File: src/rtl/cmp_pkg.sv
// Shared sizing helpers for the clocked latching comparator array.
// Used by cmp_latch_array_if, cmp_channel and cmp_latch_array.
package cmp_pkg;

  // Width of the channel select bus; never narrower than one bit.
  function automatic int sel_w(input int channels);
    return (channels > 1) ? $clog2(channels) : 1;
  endfunction

  // Width of the per-channel deglitch run counter; never narrower than one bit.
  function automatic int fcnt_w(input int filt_len);
    return (filt_len > 1) ? $clog2(filt_len) : 1;
  endfunction

  // Saturation value of a w-bit transition counter (all ones).
  function automatic longint unsigned cnt_sat(input int w);
    return (64'd1 << w) - 64'd1;
  endfunction

  // Default counter width and its saturation point.
  localparam int              CNT_W_DEF = 8;
  localparam longint unsigned CNT_SAT   = cnt_sat(CNT_W_DEF);

endpackage : cmp_pkg

File: src/rtl/cmp_latch_array_if.sv
// Pin-side bundle of the comparator array: enables, comparator inputs,
// counter controls and the decision/pulse/counter outputs.
// master = the block driving the comparator (pins / bench), slave = cmp_latch_array.
interface cmp_latch_array_if #(
  parameter int CHANNELS = 4,
  parameter int CNT_W    = 8
);
  import cmp_pkg::*;

  localparam int SW = sel_w(CHANNELS);

  logic                ena;
  logic [CHANNELS-1:0] vip;
  logic [CHANNELS-1:0] vin;
  logic                clr;
  logic [SW-1:0]       sel;
  logic [CHANNELS-1:0] out;
  logic [CHANNELS-1:0] chg;
  logic [CNT_W-1:0]    cnt_out;

  modport master (
    output ena, vip, vin, clr, sel,
    input  out, chg, cnt_out
  );

  modport slave (
    input  ena, vip, vin, clr, sel,
    output out, chg, cnt_out
  );

endinterface : cmp_latch_array_if

File: src/rtl/cmp_channel.sv
// One comparator channel: 2-flop synchronisers on vip/vin, a run-length
// deglitch filter, the latched decision and its change pulse.
// The decision only moves toward vip_s when vip_s and vin_s disagree;
// when they agree the previous decision is held (latch behaviour).
module cmp_channel
  import cmp_pkg::*;
#(
  parameter int FILT_LEN = 4
) (
  input  logic clk,
  input  logic rst_n,
  input  logic ena_i,
  input  logic vip_i,
  input  logic vin_i,
  output logic out_o,
  output logic chg_o
);

  localparam int             FW        = fcnt_w(FILT_LEN);
  localparam logic [FW-1:0]  FCNT_LAST = FW'(FILT_LEN - 1);

  logic          vip_meta_q, vip_s_q;
  logic          vin_meta_q, vin_s_q;
  logic [FW-1:0] fcnt_q, fcnt_d;
  logic          out_q, out_d;
  logic          chg_q, chg_d;
  logic          qual;

  // Two-stage synchronisers; these run regardless of ena.
  // NOTE: every clocked state update uses <= so all flops sample pre-edge values together.
  always_ff @(posedge clk or negedge rst_n) begin
    if (!rst_n) begin
      vip_meta_q <= 1'b0;
      vip_s_q    <= 1'b0;
      vin_meta_q <= 1'b0;
      vin_s_q    <= 1'b0;
    end else begin
      vip_meta_q <= vip_i;
      vip_s_q    <= vip_meta_q;
      vin_meta_q <= vin_i;
      vin_s_q    <= vin_meta_q;
    end
  end

  // A cycle qualifies when the pair disagrees and vip points away from the current decision.
  assign qual = (vip_s_q ^ vin_s_q) && (vip_s_q != out_q);

  // Filter next state: count qualifying cycles, flip after FILT_LEN in a row.
  // NOTE: defaults first so every path assigns every _d signal and no latch is inferred.
  always_comb begin
    fcnt_d = fcnt_q;
    out_d  = out_q;
    chg_d  = 1'b0;
    if (ena_i) begin
      if (!qual) begin
        fcnt_d = '0;
      end else if (fcnt_q == FCNT_LAST) begin
        out_d  = vip_s_q;
        fcnt_d = '0;
        chg_d  = 1'b1;
      end else begin
        fcnt_d = fcnt_q + FW'(1);
      end
    end
  end

  // Filter, decision and change-pulse registers.
  always_ff @(posedge clk or negedge rst_n) begin
    if (!rst_n) begin
      fcnt_q <= '0;
      out_q  <= 1'b0;
      chg_q  <= 1'b0;
    end else begin
      fcnt_q <= fcnt_d;
      out_q  <= out_d;
      chg_q  <= chg_d;
    end
  end

  assign out_o = out_q;
  // The pulse is masked whenever the array is frozen.
  assign chg_o = chg_q & ena_i;

endmodule : cmp_channel

File: src/rtl/cmp_latch_array.sv
// Multi-channel clocked latching comparator with deglitch, change pulses
// and (optionally) saturating per-channel transition counters.
// Build option: define CMP_EVCNT_EN to implement the transition counters,
// clr and cnt_out; without it cnt_out is tied to 0 and clr/sel are ignored.
module cmp_latch_array
  import cmp_pkg::*;
#(
  parameter int CHANNELS = 4,
  parameter int FILT_LEN = 4,
  parameter int CNT_W    = 8
) (
  input logic               clk,
  input logic               rst_n,
  cmp_latch_array_if.slave  bus
);

  localparam int SW = sel_w(CHANNELS);

  logic [CHANNELS-1:0] out_w;
  logic [CHANNELS-1:0] chg_w;

  for (genvar g = 0; g < CHANNELS; g++) begin : g_ch
    cmp_channel #(
      .FILT_LEN (FILT_LEN)
    ) u_ch (
      .clk   (clk),
      .rst_n (rst_n),
      .ena_i (bus.ena),
      .vip_i (bus.vip[g]),
      .vin_i (bus.vin[g]),
      .out_o (out_w[g]),
      .chg_o (chg_w[g])
    );
  end

  assign bus.out = out_w;
  assign bus.chg = chg_w;

`ifdef CMP_EVCNT_EN

  localparam logic [CNT_W-1:0] SAT = CNT_W'(cnt_sat(CNT_W));

  logic [CNT_W-1:0] cnt_q [CHANNELS];
  logic [CNT_W-1:0] cnt_d [CHANNELS];
  logic [CNT_W-1:0] cnt_out_q, cnt_out_d;

  // Counter next state: clr wins, otherwise a visible chg bumps the count until saturation.
  always_comb begin
    for (int i = 0; i < CHANNELS; i++) begin
      cnt_d[i] = cnt_q[i];
      if (bus.clr) begin
        cnt_d[i] = '0;
      end else if (chg_w[i] && (cnt_q[i] != SAT)) begin
        cnt_d[i] = cnt_q[i] + CNT_W'(1);
      end
    end
  end

  // Readback mux: pre-update count of the selected channel, 0 for out-of-range selects.
  always_comb begin
    cnt_out_d = '0;
    for (int i = 0; i < CHANNELS; i++) begin
      if (bus.sel == SW'(i)) cnt_out_d = cnt_q[i];
    end
  end

  // Counter array and readback register.
  // NOTE: the counter array is a handful of flops, not a RAM, so each entry is reset explicitly.
  always_ff @(posedge clk or negedge rst_n) begin
    if (!rst_n) begin
      for (int i = 0; i < CHANNELS; i++) cnt_q[i] <= '0;
      cnt_out_q <= '0;
    end else begin
      for (int i = 0; i < CHANNELS; i++) cnt_q[i] <= cnt_d[i];
      cnt_out_q <= cnt_out_d;
    end
  end

  assign bus.cnt_out = cnt_out_q;

`else

  // Counters are not built; the controls are deliberately left unused.
  logic unused_cfg;
  assign unused_cfg  = ^{bus.clr, bus.sel};
  assign bus.cnt_out = '0;

`endif

endmodule : cmp_latch_array

File: src/flat_wrapper.sv
// flat-port wrapper written by rule: the top's interface ports become plain ports
module cmp_latch_array_flat import cmp_pkg::*;
#(
  parameter int CHANNELS = 4,
  parameter int FILT_LEN = 4,
  parameter int CNT_W    = 8
)
  (clk, rst_n, bus_ena, bus_vip, bus_vin, bus_clr, bus_sel, bus_out, bus_chg, bus_cnt_out);
  cmp_latch_array_if #(.CHANNELS(CHANNELS), .CNT_W(CNT_W)) bus_i ();
  input logic clk;
  input logic rst_n;
  input wire logic [$bits(bus_i.ena)-1:0] bus_ena;
  input wire logic [$bits(bus_i.vip)-1:0] bus_vip;
  input wire logic [$bits(bus_i.vin)-1:0] bus_vin;
  input wire logic [$bits(bus_i.clr)-1:0] bus_clr;
  input wire logic [$bits(bus_i.sel)-1:0] bus_sel;
  output wire logic [$bits(bus_i.out)-1:0] bus_out;
  output wire logic [$bits(bus_i.chg)-1:0] bus_chg;
  output wire logic [$bits(bus_i.cnt_out)-1:0] bus_cnt_out;
  assign bus_i.ena = bus_ena;
  assign bus_i.vip = bus_vip;
  assign bus_i.vin = bus_vin;
  assign bus_i.clr = bus_clr;
  assign bus_i.sel = bus_sel;
  assign bus_out = bus_i.out;
  assign bus_chg = bus_i.chg;
  assign bus_cnt_out = bus_i.cnt_out;
  cmp_latch_array #(.CHANNELS(CHANNELS), .FILT_LEN(FILT_LEN), .CNT_W(CNT_W)) u_core (.clk(clk), .rst_n(rst_n), .bus(bus_i));
endmodule
File: config.mk
export PLATFORM = sky130hd
export DESIGN_NAME = cmp_latch_array_flat
export DESIGN_NICKNAME = d
export VERILOG_FILES = /design/src/rtl/cmp_pkg.sv /design/src/rtl/cmp_latch_array_if.sv /design/src/rtl/cmp_channel.sv /design/src/rtl/cmp_latch_array.sv /design/src/flat_wrapper.sv
export SDC_FILE = /design/constraint.sdc
export NUM_CORES = 1
export LEC_CHECK = 0
export ABC_AREA = 0
export CAP_MARGIN = 10
export CORE_MARGIN = 2
export CORE_UTILIZATION = 48
export DETAILED_ROUTE_END_ITERATION = 16
export PLACE_DENSITY = 0.77
export SLEW_MARGIN = 20
export SYNTH_ARGS = -nofsm -noshare
export SYNTH_HDL_FRONTEND = slang
export SYNTH_SLANG_ARGS = --single-unit
File: constraint.sdc
create_clock -name clk -period 1.5 [get_ports clk]
set_input_delay 0.45 -clock clk [delete_from_list [all_inputs] [get_ports clk]]
set_output_delay 0.45 -clock clk [all_outputs]
set_load 0.05 [all_outputs]
Word level (Yosys, flattened, before mapping)
Cells that the tools add are included. W data, S select, Z words.

Register bits after elaboration: 32. Bits in latches: 0. Bits in writable memories: 0. Bits in read-only memories: 0. Input bits: 14. Output and inout port bits: 16. Logic and storage cells: 76. Memories: 0.

Add/sub/neg operators: 4. $mul: 0. Divide/modulo/power cells: 0. Magnitude comparators: 0. Equal/unequal tests: 8. Shifts and indexed selects: 0. Multiplexer cells: 20. Bitwise logic cells: 8. Reductions and logical operators: 8.

Operators with widths (number): $mux W2 (8); $mux W1 (12); $reduce_and A3 Y1 (4); $add A2 B1 Y2 const B (4); $eq A2 B2 Y1 const B (4); $and A1 B1 Y1 (4); $logic_and A1 B1 Y1 (4); $ne A1 B1 Y1 (4); $xor A1 B1 Y1 (4).

Longest topological paths before layout
Gate-level depths: netlist of the first run.

Depth in word-level cells: 4. Depth in mapped cells: 4. Gate-level depth less buffers: 4.

Cells and area by module
A second synthesis of the first run with hierarchy kept.

Cells, all modules: 109. Area total of the unflattened synthesis: 1270.0 um^2.

By module, submodules not included: cmp_channel (instances 4, cells an instance 25, area an instance 301.5 um^2, sequential area each 200.2 um^2); cmp_latch_array (instances 1, cells an instance 9, area an instance 63.8 um^2, sequential area each 0.0 um^2).

Worst setup path after synthesis of the first run
Ideal clock, no wire load.

Kind: input to output. Start: input port bus_ena. End: output port bus_chg[2]. Data arrival time: 1.027 ns. Data required time: 1.050 ns. Slack: 0.023 ns. Cell stages on the path: 4. Path buffers: 3. Path through: buf_4 > buf_6 > and2_1 > buf_4.

Cells in the longest elaborated chain, start to end: 1.

Ends and longest elaborated chain: start: declaration (line flat_wrapper.sv:12) `input wire logic [$bits(bus_i.ena)-1:0] bus_ena;`; $and A1 B1 Y1 (line cmp_channel.sv:82) `assign chg_o = chg_q & ena_i;`; end: declaration (line flat_wrapper.sv:18) `output wire logic [$bits(bus_i.chg)-1:0] bus_chg;`.

No other way between the ends.

Worst setup path in the final report of the first run
Start: input port bus_ena. End: output port bus_chg[3].

The elaborated chain is that of the path after synthesis.

==> summary.txt, run 1 <==
Clocking
  • H-tree levels: 2
  • Clock Latency Late Sink: ~0.32 ns
  • Postcts setup bufs: 0
  • CTS buffer count: 5
  • CTS Buffer Depth: 2
  • Clk sink count: 32
  • CTS tree: done
  • Hold_buf cts: 0
  • Worst-path clk slew: ~0.080 ns
  • CTS root buf: clkbuf_4

Global route
  • Largest net degree at the start of global routing: 33
  • Overflow after GRT: 0
  • First-pass GRT wire length: ~3200 um
  • Vias in the first global route: 807
  • Gr usage total: around 14%
  • Initial antenna violation count: 0

Timing
  • Count of final setup violators: 0
  • Final Slew Violations: 0
  • Worst Clk Skew: about 0.0075 ns
  • WHS: around 0.35 ns
  • Final hold vios: 0
  • Min setup slack post-route: 0.0387 ns
  • Post-layout min period: about 1.5 ns
  • Fmax: between 600 and 700 MHz
  • Tcrit/Tclk final: between 90 and 100%

Pwr
  • Power share of the clock group: a little over 30%
  • Pwr dens: a little under 1000 nW/um2
  • P_sw: between 300 and 400 uW
  • Switch share: about a quarter
  • Leak Pwr: between 0.7 and 0.8 nW
  • Internal: 1.19 mW
  • Logic pwr share: 10.6%
  • Sequential share of power: between 50% and 60%
  • Peak supply drop: 0.674 mV

Final layout
  • NumNets Final: 157
  • Most frequent cells in the layout: dfrtp_1, nand2_1, inv_1, clkdlybuf4s50_1, buf_12
  • Area delta synth->final: 22.8%
  • Filler cells: roughly 230
  • Commonest non-fill, non-tap cell in the layout: dfrtp_1
  • Layout cells sized above 1: around 19%
  • Layout Utilization: a little over 60%
  • Ant. Diodes: 0

Synth
  • Yosys warnings: 0
  • Register area share after synthesis: 60.2%
  • Post-synthesis cell type count: 18
  • Cell taking the most area after synthesis: dfrtp_1
  • Area contributors post-synth: dfrtp_1, buf_4, ha_1
  • Mapped Area: about 1300 um2
  • Avg Cell Area, Syn: 11.1 um2
  • Yosys reg bits: 32
  • Post-synthesis cell count: 120
  • Synth top area share: between 60% and 70%

Worst setup path
  • Req. time, crit path: ~1.1 ns
  • Reg2reg start: u_core.g_ch[3].u_ch.out_o$_DFFE_PN0P_
  • Worst path cell trace: clkdlybuf4s15_2 > and2_4 > buf_12
  • Setup crit end kind: output port
  • Slowest CP cell: clkdlybuf4s15_2
  • Reg2Reg Setup Slack: between 0.3 and 0.4 ns
  • RR Endpoint: u_core.g_ch[3].u_ch.fcnt_q[1]$_DFFE_PN0P_
  • Crit path largest cell delay: between 0.2 and 0.3 ns
  • Crit path max fanout: 6
  • Arr. time, crit path: ~1.0 ns
  • Worst setup SP type: primary input
  • R2R depth: 3
  • Critical setup path kind: primary input to output port

Placement
  • PortBufs: 18
  • Gpl congestion: approximately 0.76
  • Setup WS pre-CTS: -0.363 ns
  • DP Wirelength: roughly 1400 um

Detailed routing
  • DRC viols: 0
  • WL per Instance: around 11 um
  • First DRT Iteration DRCs: 12
  • Wirelength, routed: roughly 1900 um
  • DRT antenna net count: 0
  • Average vias per placed instance: 5.13
  • Vias post-DR: roughly 880
  • Pre-antenna DRT Iters: 4

Die
  • Num rows: 19
  • Die Ht: about 57 um
  • Die width: about 57 um
  • I/O Pins: 30
  • Core ar.: 2690 um2
  • Die area: 3210 um2
  • Starting Density: 49.5%

Run
  • Max-cap violations: 0

Hold path
  • Hold wc startpoint: u_core.g_ch[1].u_ch.vip_meta_q$_DFF_PN0_
  • Worst Hold End: u_core.g_ch[1].u_ch.vip_s_q$_DFF_PN0_
  • Hold crit path type: flop to flop
  • Worst Hold Depth: 0

Outcome
  • Status: completed
[per-stage QoR]
stage / area, um2 / power, mW / instances / TNS (ns)
4_1_cts: 1630 / 1.61 / 171 / 0
6_report: 1630 / 1.58 / 171 / 0
5_1_grt: 1630 / 1.68 / 171 / -0.00100
3_3_place_gp: 1560 / 1.10 / 163 / -2.40
2_1_floorplan: 1360 / 1.06 / 127 / 0
3_5_place_dp: 1560 / 1.11 / 163 / -2.90
[registers in the layout, summed over array words and instances, names as in the netlist]
register and cells:
u_core.g_ch.u_ch.chg_q 4, u_core.g_ch.u_ch.vip_meta_q 4, u_core.g_ch.u_ch.vin_s_q 4, u_core.g_ch.u_ch.out_o 4
u_core.g_ch.u_ch.fcnt_q 8, u_core.g_ch.u_ch.vin_meta_q 4, u_core.g_ch.u_ch.vip_s_q 4
[cells by family after synthesis]
| logic type | synth area share (%) |
|---|---|
| AO/OA/AOI/OAI | 10.4 |
| adder cells (fa/ha/maj) | 3.76 |
| buffers and inverters | 14.1 |
| flip-flops | 60.2 |
| other | 0.282 |
| AND/OR/NAND/NOR | 11.2 |
[cells in the mapped netlist]
cell and number:
nand2_1 10, and2_1 4, nor2_1 7, buf_4 17, o22ai_1 8, and3b_1 1, buf_6 2, a21oi_1 3
a21oi_2 1, conb_1 1, dfrtp_1 32, a31oi_1 4, nor2b_1 3, nand3_1 2, ha_1 4, nor3b_1 3
o21ai_0 8, inv_1 10
[worst max-delay path, delay by kind of cell]
family	cells	cell delay, ns
AND/OR/NAND/NOR	1	0.18
buffers and inverters	2	0.38
[power groups by stage]
stage | Combinational [mW] | Clock [mW] | Sequential [mW]
after global placement | 0.160 | 0 | 0.937
final | 0.167 | 0.490 | 0.923
after CTS | 0.170 | 0.516 | 0.924
after detailed placement | 0.169 | 0 | 0.941
after floorplan | 0.125 | 0 | 0.935
after global routing | 0.185 | 0.563 | 0.929
[per-layer routing]
layer,GRT usage [%],part of all wire (%)
met3,6.91,6.7
met2,24.1,53
met5,0,0
met1,12.6,36
met4,10.5,3.9
[timing repair]
item / CTS / global route
endpoints found under the hold margin: 0 / 0
pin swaps: 0 / 0
endpoints found under the setup margin: 4 / 3
cloned: 0 / 0
resized for setup: 4 / 3
[how the worst max path moves through the flow]
stage	startpoint	to	slack (ns)	cells past startpoint
floorplan	bus_ena	bus_chg[2]	0.02	4
global placement	bus_ena	bus_chg[3]	-0.35	3
detailed placement	bus_ena	bus_chg[3]	-0.36	3
CTS	bus_ena	bus_chg[1]	0.01	3
global route	bus_ena	bus_chg[3]	-0.001	3
finish	bus_ena	bus_chg[3]	0.04	3
[layout make-up]
cell class	instances	area (um2)	share of cell area (%)
clock buffer	8	58.8	3.60
inverter	10	37.5	2.30
multi-input combinational	66	378	23.1
sequential	32	801	49.0
tap	31	38.8	2.38
timing repair buffer	24	319	19.5
(Power assumes the default switching activity.)
==> run 2: changes to the inputs <==
CELL_PAD_IN_SITES_DETAIL_PLACEMENT = 0   (was not set)
CELL_PAD_IN_SITES_GLOBAL_PLACEMENT = 1   (was not set)
CORE_UTILIZATION = 38   (was 48)
PLACE_DENSITY = not set   (was 0.77)
PLACE_DENSITY_LB_ADDON = 0.1   (was not set)
SETUP_SLACK_MARGIN = 0.02   (was not set)
SKIP_LAST_GASP = 1   (was not set)
==> run 2 against run 1 <==
Net effect: largest cell class unchanged; die area up 24%; maximum frequency up 0.22%; via count down 3.3%; register-to-register slack about the same; worst hold slack about the same; setup slack better by 0.0032 ns; count of clock-buffer cells in the layout unchanged; design area up 1.2%; global-route usage down 1.6 points; sequential power about the same; highest routed layer unchanged; cell count up 9.4%; core utilization down 11 points.
==> summary.txt, run 2 (synthesized netlist as in run 1, its figures left out) <==
Worst setup path
  • R2R depth: 3
  • Critical setup path kind: flop to output port
  • Reg2reg start: u_core.g_ch[1].u_ch.out_o$_DFFE_PN0P_
  • Reg2Reg Setup Slack: ~0.36 ns
  • RR Endpoint: u_core.g_ch[1].u_ch.fcnt_q[0]$_DFFE_PN0P_
  • Crit path max fanout: 1
  • Req. time, crit path: 1.05 ns
  • Setup crit end kind: output port
  • Crit path to: bus_chg[1]
  • Arr. time, crit path: between 1 and 1.5 ns
  • CP startpoint: u_core.g_ch[1].u_ch.chg_q$_DFF_PN0_
  • Worst setup SP type: flop

Final layout
  • Largest reg by FF count: u_core.g_ch.u_ch.fcnt_q
  • Area delta synth->final: 24.3%
  • NumNets Final: roughly 160
  • Largest register FFs: 8
  • Ant. Diodes: 0
  • Most frequent cells in the layout: dfrtp_1, nand2_1, inv_1, clkdlybuf4s50_1, buf_12
  • Layout cells sized above 1: between 10% and 20%
  • Multi-input gate area: about 380 um2
  • Commonest non-fill, non-tap cell in the layout: dfrtp_1
  • Filler cells: 331
  • Seq. cell area: 801 um2

Detailed routing
  • Met3 wire length: between 100 and 150 um
  • DRC viols: 0
  • M1 WL: around 800 um
  • Average vias per placed instance: 4.53
  • First DRT Iteration DRCs: 21
  • DRT antenna net count: 0
  • Vias post-DR: 848
  • Met2 wire len: ~960 um
  • Pre-antenna DRT Iters: 4
  • Top Metal Used: met4
  • Wirelength, routed: between 1500 and 2000 um
  • WL per Instance: 10.4 um

Clocking
  • Worst-path clk slew: 0.09 ns
  • Clk sink count: 32
  • Clock Latency Late Sink: ~0.33 ns
  • CTS root buf: clkbuf_4
  • H-tree levels: 2
  • CTS buffer count: 5
  • CTS Buffer Depth: 2
  • Hold_buf cts: 0
  • CTS tree: done

Run
  • Max-cap violations: 0

Global route
  • Gr usage total: about 13%
  • Overflow after GRT: 0
  • First-pass GRT wire length: between 3000 and 4000 um
  • Largest net degree at the start of global routing: 33
  • Initial antenna violation count: 0
  • Vias in the first global route: 889

Timing
  • Final Slew Violations: 0
  • Worst Clk Skew: around 0.0053 ns
  • Post-layout min period: around 1.5 ns
  • RSZ-0062 raised after global routing: yes
  • Final hold vios: 0
  • Count of final setup violators: 0
  • Tcrit/Tclk final: 97.2%
  • WHS: 0.354 ns
  • Fmax: 686 MHz
  • Total negative slack: 0 ns

Placement
  • PortBufs: 18
  • DP Wirelength: 1410 um
  • Gpl congestion: about 0.75

Hold path
  • Hold crit path type: flop to flop
  • Hold wc startpoint: u_core.g_ch[1].u_ch.vip_meta_q$_DFF_PN0_

Die
  • Num rows: 21
  • Core ar.: around 3300 um2
  • Die width: approximately 63 um
  • Starting Density: between 30% and 40%
  • Die Ht: about 63 um
  • I/O Pins: 30
  • Die area: 3990 um2

Pwr
  • Leak Pwr: between 0.7 and 0.8 nW
  • Pwr dens: 961 nW/um2
  • Peak supply drop: approximately 0.64 mV
  • Tot Pwr: 1.59 mW

Outcome
  • Status: completed
## run 2: changes by cell type in the layout (fill, tap and decap cells not counted), sizes merged
cell	delta
buf	+2
clkdlybuf4s15	-1
## run 2: worst max-delay path: stages, from the launching register on
cell and delay (ns):
dfrtp_1 0.38, and2_4 0.16, buf_12 0.14
## run 2: worst min-delay path by stage
stage,cells after the start,to
final,0,u_core.g_ch[1].u_ch.vip_s_q$_DFF_PN0_
after CTS,0,u_core.g_ch[1].u_ch.vip_s_q$_DFF_PN0_
after global placement,0,u_core.g_ch[1].u_ch.vin_s_q$_DFF_PN0_
after floorplan,0,u_core.g_ch[0].u_ch.chg_q$_DFF_PN0_
after detailed placement,0,u_core.g_ch[1].u_ch.vip_s_q$_DFF_PN0_
after global routing,0,u_core.g_ch[1].u_ch.vip_s_q$_DFF_PN0_
## run 2: cell type report
type	instances	share of cell area (%)
clock buffers	8	3.56
multi-input cells	66	22.9
repair buffers	25	19.4
flip-flops and latches	32	48.4
inverters	10	2.27
well taps	46	3.48
## run 2: power breakdown
part	total [mW]	internal, mW	switching [mW]
combinational	0.168	0.0619	0.106
sequential	0.922	0.901	0.0218
clock	0.499	0.231	0.268
total	1.59	1.19	0.395
## run 2: what timing repair did
| action | 4_1_cts | 5_1_grt |
|---|---|---|
| endpoints found under the setup margin | 4 | 4 |
| buffers inserted | 0 | 0 |
| hold endpoints to repair | 0 | 0 |
| gates resized for setup | 9 | 0 |
## run 2: per-stage QoR
stage / setup WS (ns) / utilization [%] / instances / area, um2
after global routing: -0.0209 / 49.5 / 187 / 1650
after CTS: 0.0214 / 49.5 / 187 / 1650
after global placement: -0.425 / 47.6 / 179 / 1590
after floorplan: 0.0228 / - / 127 / 1360
final: 0.0419 / 49.5 / 187 / 1650
after detailed placement: -0.409 / 47.6 / 179 / 1590
## run 2: per-layer routing
layer / vias up / global-route usage, %
met5: - / 0
met4: 0 / 5.00
met3: 5 / 6.25
met2: 24 / 21.7
met1: 405 / 13.0
li1: 414 / -
==> run 3: changes to the inputs <==
GPL_ROUTABILITY_DRIVEN = 0   (was not set)
==> results of run 3 <==
The final DEF is identical to that of run 2; final timing and power are the same.
